## src/rtl/rf_arb_pkg.sv

```systemverilog
// ============================================================================
// Module : rf_arb_pkg
// Brief  : Shared types and default widths for the register-file write arbiter.
// Rev    : 1.0 - initial release
// ============================================================================
`default_nettype none

package rf_arb_pkg;

    localparam int c_AW = 5;
    localparam int c_DW = 32;

    typedef struct packed {
        logic            we;
        logic [c_AW-1:0] addr;
        logic [c_DW-1:0] data;
    } wb_req_t;

    typedef struct packed {
        logic [c_AW-1:0] addr;
        logic [c_DW-1:0] data;
        logic            kill;
    } fifo_entry_t;

    function automatic logic [31:0] addr_onehot(input logic [c_AW-1:0] a);
        return 32'd1 << a;
    endfunction

endpackage

`default_nettype wire

```

## src/rtl/rf_arb_fifo.sv

```systemverilog
// ============================================================================
// Module : rf_arb_fifo
// Brief  : Multi-cycle result queue with per-entry kill flags and squash compare.
// Rev    : 1.0 - initial release
// ============================================================================
`default_nettype none

module rf_arb_fifo
    import rf_arb_pkg::*;
#(
    parameter int DEPTH = 2
) (
    input  logic                          clk,
    input  logic                          rst_n,
    input  logic                          i_push,
    input  logic [c_AW-1:0]               i_push_addr,
    input  logic [c_DW-1:0]               i_push_data,
    input  logic                          i_pop,
    input  logic                          i_squash,
    input  logic [c_AW-1:0]               i_squash_addr,
    output logic                          o_full,
    output logic                          o_empty,
    output logic [$clog2(DEPTH):0]        o_count,
    output fifo_entry_t                   o_head,
    output fifo_entry_t [DEPTH-1:0]       o_entry,
    output logic [DEPTH-1:0]              o_occupied
);

    localparam int PW = $clog2(DEPTH);
    localparam logic [PW-1:0] c_PTR_ONE  = PW'(1);
    localparam logic [PW:0]   c_CNT_ONE  = (PW+1)'(1);
    localparam logic [PW:0]   c_CNT_FULL = (PW+1)'(DEPTH);

    logic [c_AW-1:0]  r_addr [DEPTH];
    logic [c_DW-1:0]  r_data [DEPTH];
    logic [DEPTH-1:0] r_kill;
    logic [PW-1:0]    r_rd_ptr;
    logic [PW-1:0]    r_wr_ptr;
    logic [PW:0]      r_count;
    logic [DEPTH-1:0] w_occ;

    // A slot is occupied when its distance from the read pointer is below the count.
    always_comb begin
        logic [PW-1:0] v_off;
        w_occ = '0;
        v_off = '0;
        for (int i = 0; i < DEPTH; i++) begin
            v_off    = PW'(i) - r_rd_ptr;
            w_occ[i] = ({1'b0, v_off} < r_count);
        end
    end

    always_ff @(posedge clk) begin
        if (i_push) begin
            r_addr[r_wr_ptr] <= i_push_addr;
            r_data[r_wr_ptr] <= i_push_data;
        end
    end

    always_ff @(posedge clk or negedge rst_n) begin
        if (!rst_n) begin
            r_kill <= '0;
        end else begin
            for (int i = 0; i < DEPTH; i++) begin
                if (i_push && (r_wr_ptr == PW'(i))) begin
                    r_kill[i] <= 1'b0;
                end else if (i_squash && w_occ[i] && (r_addr[i] == i_squash_addr)) begin
                    r_kill[i] <= 1'b1;
                end
            end
        end
    end

    always_ff @(posedge clk or negedge rst_n) begin
        if (!rst_n) begin
            r_rd_ptr <= '0;
            r_wr_ptr <= '0;
            r_count  <= '0;
        end else begin
            if (i_push) begin
                r_wr_ptr <= r_wr_ptr + c_PTR_ONE;
            end
            if (i_pop) begin
                r_rd_ptr <= r_rd_ptr + c_PTR_ONE;
            end
            case ({i_push, i_pop})
                2'b10:   r_count <= r_count + c_CNT_ONE;
                2'b01:   r_count <= r_count - c_CNT_ONE;
                default: r_count <= r_count;
            endcase
        end
    end

    generate
        for (genvar g = 0; g < DEPTH; g++) begin : g_entry
            assign o_entry[g] = '{addr: r_addr[g], data: r_data[g], kill: r_kill[g]};
        end
    endgenerate

    assign o_head     = '{addr: r_addr[r_rd_ptr], data: r_data[r_rd_ptr], kill: r_kill[r_rd_ptr]};
    assign o_full     = (r_count == c_CNT_FULL);
    assign o_empty    = (r_count == '0);
    assign o_count    = r_count;
    assign o_occupied = w_occ;

endmodule

`default_nettype wire

```

## src/rtl/rf_wb_arbiter.sv

```systemverilog
// ============================================================================
// Module : rf_wb_arbiter
// Brief  : Register-file write-port arbiter between pipeline WB and a queued
//          multi-cycle unit, with squash, pending mask and starvation stall.
// Rev    : 1.0 - initial release
// ============================================================================
`default_nettype none

module rf_wb_arbiter
    import rf_arb_pkg::*;
#(
    parameter int DEPTH        = 2,
    parameter int STARVE_LIMIT = 4,
    parameter int AW           = c_AW,
    parameter int DW           = c_DW
) (
    input  logic                   clk,
    input  logic                   rst_n,
    input  logic                   pipe_we,
    input  logic [AW-1:0]          pipe_waddr,
    input  logic [DW-1:0]          pipe_wdata,
    input  logic                   mc_valid,
    output logic                   mc_ready,
    input  logic [AW-1:0]          mc_waddr,
    input  logic [DW-1:0]          mc_wdata,
    output logic                   rf_we,
    output logic [AW-1:0]          rf_waddr,
    output logic [DW-1:0]          rf_wdata,
    output logic [31:0]            pending_mask,
    output logic                   stall_req,
    output logic [$clog2(DEPTH):0] fifo_count
);

    localparam int c_SW = $clog2(STARVE_LIMIT + 1);
    localparam logic [c_SW-1:0] c_STARVE_MAX = c_SW'(STARVE_LIMIT);
    localparam logic [c_SW-1:0] c_STARVE_ONE = c_SW'(1);

    logic                    r_live;
    logic [c_SW-1:0]         r_starve;
    logic                    w_full;
    logic                    w_empty;
    logic                    w_pipe_ok;
    logic                    w_head_live;
    logic                    w_pop;
    logic                    w_push;
    logic [DEPTH-1:0]        w_occ;
    fifo_entry_t             w_head;
    fifo_entry_t [DEPTH-1:0] w_entry;
    wb_req_t                 w_sel;
    logic [31:0]             w_mask;

    // Holds the write port and the accept handshake off until the first clock after reset.
    always_ff @(posedge clk or negedge rst_n) begin
        if (!rst_n) begin
            r_live <= 1'b0;
        end else begin
            r_live <= 1'b1;
        end
    end

    assign w_pipe_ok   = r_live && pipe_we && (pipe_waddr != '0);
    assign w_head_live = !w_empty && !w_head.kill;
    assign w_pop       = !w_empty && (w_head.kill || !w_pipe_ok);
    assign mc_ready    = r_live && !w_full;

    // r0 results and results overtaken by a same-cycle pipeline write are dropped.
    assign w_push = mc_valid && mc_ready && (mc_waddr != '0)
                 && !(w_pipe_ok && (mc_waddr == pipe_waddr));

    rf_arb_fifo #(
        .DEPTH (DEPTH)
    ) u_fifo (
        .clk           (clk),
        .rst_n         (rst_n),
        .i_push        (w_push),
        .i_push_addr   (mc_waddr),
        .i_push_data   (mc_wdata),
        .i_pop         (w_pop),
        .i_squash      (w_pipe_ok),
        .i_squash_addr (pipe_waddr),
        .o_full        (w_full),
        .o_empty       (w_empty),
        .o_count       (fifo_count),
        .o_head        (w_head),
        .o_entry       (w_entry),
        .o_occupied    (w_occ)
    );

    always_comb begin
        w_sel = '0;
        if (w_pipe_ok) begin
            w_sel = '{we: 1'b1, addr: pipe_waddr, data: pipe_wdata};
        end else if (w_head_live) begin
            w_sel = '{we: 1'b1, addr: w_head.addr, data: w_head.data};
        end
    end

    assign rf_we    = w_sel.we;
    assign rf_waddr = w_sel.addr;
    assign rf_wdata = w_sel.data;

    always_comb begin
        w_mask = '0;
        for (int i = 0; i < DEPTH; i++) begin
            if (w_occ[i] && !w_entry[i].kill) begin
                w_mask = w_mask | addr_onehot(w_entry[i].addr);
            end
        end
    end

    assign pending_mask = w_mask;

    // Counts cycles a live head is held off by the pipeline; saturates at the limit.
    always_ff @(posedge clk or negedge rst_n) begin
        if (!rst_n) begin
            r_starve <= '0;
        end else if (w_empty || w_pop) begin
            r_starve <= '0;
        end else if (w_head_live && (r_starve != c_STARVE_MAX)) begin
            r_starve <= r_starve + c_STARVE_ONE;
        end
    end

    assign stall_req = (r_starve == c_STARVE_MAX);

endmodule

`default_nettype wire
```

## config.mk

```make
export PLATFORM = sky130hd
export DESIGN_NAME = rf_wb_arbiter
export DESIGN_NICKNAME = d
export VERILOG_FILES = /design/src/rtl/rf_arb_pkg.sv /design/src/rtl/rf_arb_fifo.sv /design/src/rtl/rf_wb_arbiter.sv
export SDC_FILE = /design/constraint.sdc
export NUM_CORES = 1
export LEC_CHECK = 0
export CORE_MARGIN = 5
export CORE_UTILIZATION = 40
export DETAILED_ROUTE_END_ITERATION = 8
export PLACE_DENSITY_LB_ADDON = 0.3
export SLEW_MARGIN = 5
export SYNTH_ARGS = -nofsm -noshare
export SYNTH_HDL_FRONTEND = slang
export SYNTH_SLANG_ARGS = --single-unit
```

## constraint.sdc

```tcl
create_clock -name clk -period 3.3 [get_ports clk]
set_clock_uncertainty 0.05 [all_clocks]
set_input_delay 0.495 -clock clk [delete_from_list [all_inputs] [get_ports clk]]
set_output_delay 0.495 -clock clk [all_outputs]
set_load 0.1 [all_outputs]
```

==> qor.yml <==
path_max_fanout: 21
antenna_left: 0
cp-end-kind: "output port"
synth_most_common_cell: "edfxtp_1"
clk_latency_ps: 340
grt_pass1_wl_mm: 18.1
finalWorstSetupSlack_ps: 207
diodes: 0
antenna_found_initial: 0
post_cts_buffers: 0
rsz0062_at_grt: "no"
vias: 3323
place.gp.congestion: 0.817
worstSetupPathType: "in2out"
portBuffers: 151
die_h_um: 112
ir_worst_vdd_mv: 0.851
fin_nets: 586
hp-class: "in2async"
fmax_ghz: 0.323
grt_use_total: 0.179
drtPass1Iterations: 4
arrival_ps: 2550
row_count: 37
cts_resized: 0
status: "completed"
worstMarginPinSlew_ps: 641
timing.final.crit_share: 0.937
vias_per_cell: 5.14
synthTopCellsByCount: "edfxtp_1, nand2_1, mux2i_1, o22ai_1, o21ai_0"
yosysWarnings: 0
hold_slack_ps: 417
wl_mm: 11.1
wire_per_inst_um: 17.2
cts_tree: "yes"
slowest_delay_ps: 570
ys_seq_elements: 84
cts_sinks: 84
yosys-top-cells-area: "edfxtp_1, mux2i_1, dfrtp_1"
cp_num_buf_inv: 3
synth_edf_count: 74
dpl.hpwl_mm: 8.88
drv_slew: 0
cts_buffers: 9
slew-limit-headroom: 0.573
drc: 0
netlist_area_um2: 4140
total_power_mw: 6.13
grt_overflow_total: 0
crit_required_ps: 2750
yosys.area.top_type: "edfxtp_1"
root_buffer: "clkbuf_8"
dieArea_um2: 12500
path_cells: "clkdlybuf4s50_1 -> or4_4 -> o21ai_2 -> nand2_2 -> buf_4 -> o21ai_1 -> buf_12"
grt_pass1_vias: 3561
synth_seq_area_share: 0.598
initial_core_util: 0.406
synth_cell_types: 38
synth_top_area_frac: 0.537
finalHoldViolCount: 0
startpoint_type: "input port"
syn_area_per_cell_um2: 11.7
cap_violations: 0
synthFlopType: "edfxtp_1"
pin_count: 152
drive_gt1_frac: 0.322
post-place-ws_ps: 210
die_x_um: 112
grt_max_degree: 39
synthCells: 353
critical_path.top_delay_family: "buffers and inverters"
power_density_nw_per_um2: 876
htree_levels: 3
cp_slowest_cell: "or4_4"
area_growth_pct: 69.1
synthArstFlopShare: 0.119
fin_crit_ps: 3090
clock_path_buffers: 2
core_um2: 10200
clk_pin_slew_worst_paths_ps: 90
synth_fp_nets: 434
setup_viol: 0
post-route-util: 0.687
drt-initial-drc-count: 130
power_leakage_nw: 2.54
hold_buffers: 0
[layout by cell type, fill, tap and decap left out, drive strengths merged, types with 2 or more instances in the layout]
cell / Yosys / routed
a21oi: 4 / 4
buf: 13 / 87
clkbuf: 10 / 9
clkdlybuf4s50: 0 / 77
clkinv: 0 / 3
dfrtp: 10 / 10
edfxtp: 74 / 74
ha: 3 / 3
inv: 6 / 9
mux2i: 38 / 38
nand2: 55 / 55
nand2b: 4 / 4
nand3: 4 / 4
nand3b: 2 / 2
nand4: 3 / 3
nor2: 11 / 11
nor2b: 4 / 4
nor3: 4 / 4
nor3b: 2 / 2
nor4: 2 / 2
o21ai: 39 / 39
o22a: 2 / 2
o22ai: 32 / 32
or2: 3 / 3
or4: 2 / 2
xnor2: 14 / 14
xor2: 6 / 6
[sequential cells by signal, indices dropped and copies added, names as in the netlist]
name and count:
u_fifo.r_data 64, u_fifo.r_kill 2, r_live 1, u_fifo.r_rd_ptr 1
u_fifo.r_addr 10, r_starve 3, u_fifo.r_wr_ptr 1, u_fifo.o_count 2
[layout make-up]
class	count	area, um2
fill	723	3190
sequential	84	2470
timing repair buffer	164	2320
multi-input combinational	240	1810
tap	136	170
clock buffer	9	124
clock inverter	7	71.3
inverter	6	22.5
[routing by layer]
metal  share of wire  routed length (um)  track usage
met1            0.39                4300        0.209
met3           0.069                 768       0.0587
met4           0.011                 117       0.0446
met2            0.53                5910        0.317
met5               0                   0            0
[cells by family (layout without fill, tap and decap cells)]
group | after synthesis | after routing | share of synthesized area
AND/OR/NAND/NOR | 97 | 97 | 0.111
flip-flops | 84 | 84 | 0.598
AO/OA/AOI/OAI | 81 | 81 | 0.117
multiplexers | 38 | 38 | 0.0920
buffers and inverters | 29 | 186 | 0.0290
XOR/XNOR | 20 | 20 | 0.0424
adder cells (fa/ha/maj) | 3 | 3 | 0.00908
other | 1 | 1 | 0.000907
[worst paths after layout]
check / slack, ps / start / cells after the start / endpoint
worst max-delay path: 210 / pipe_waddr[1] / 7 / rf_wdata[1]
worst min-delay path: 420 / rst_n / 1 / r_live$_DFF_PN0_
worst max register to register: 1200 / r_live$_DFF_PN0_ / 7 / u_fifo.o_count[1]$_DFFE_PN0P_
worst min register to register: 520 / u_fifo.o_count[0]$_DFFE_PN0P_ / 1 / u_fifo.o_count[0]$_DFFE_PN0P_
max in group asynchronous: 2450 / rst_n / 1 / u_fifo.o_count[0]$_DFFE_PN0P_
min in group clk: 520 / u_fifo.o_count[0]$_DFFE_PN0P_ / 1 / u_fifo.o_count[0]$_DFFE_PN0P_
[per-stage QoR]
| stage | area [um2] | std cells | TNS (ps) |
|---|---|---|---|
| 2_1_floorplan | 4400 | 353 | -8460 |
| 3_3_place_gp | 6800 | 630 | 0 |
| 3_5_place_dp | 6800 | 630 | 0 |
| 4_1_cts | 6990 | 646 | 0 |
| 5_1_grt | 6990 | 646 | 0 |
| 6_report | 6990 | 646 | 0 |
[power by group]
part / internal [mW] / switching, mW
clock: 0.354 / 0.363
sequential: 1.32 / 0.0996
combinational: 1.34 / 2.65
Power figures use the tool's default switching activity.
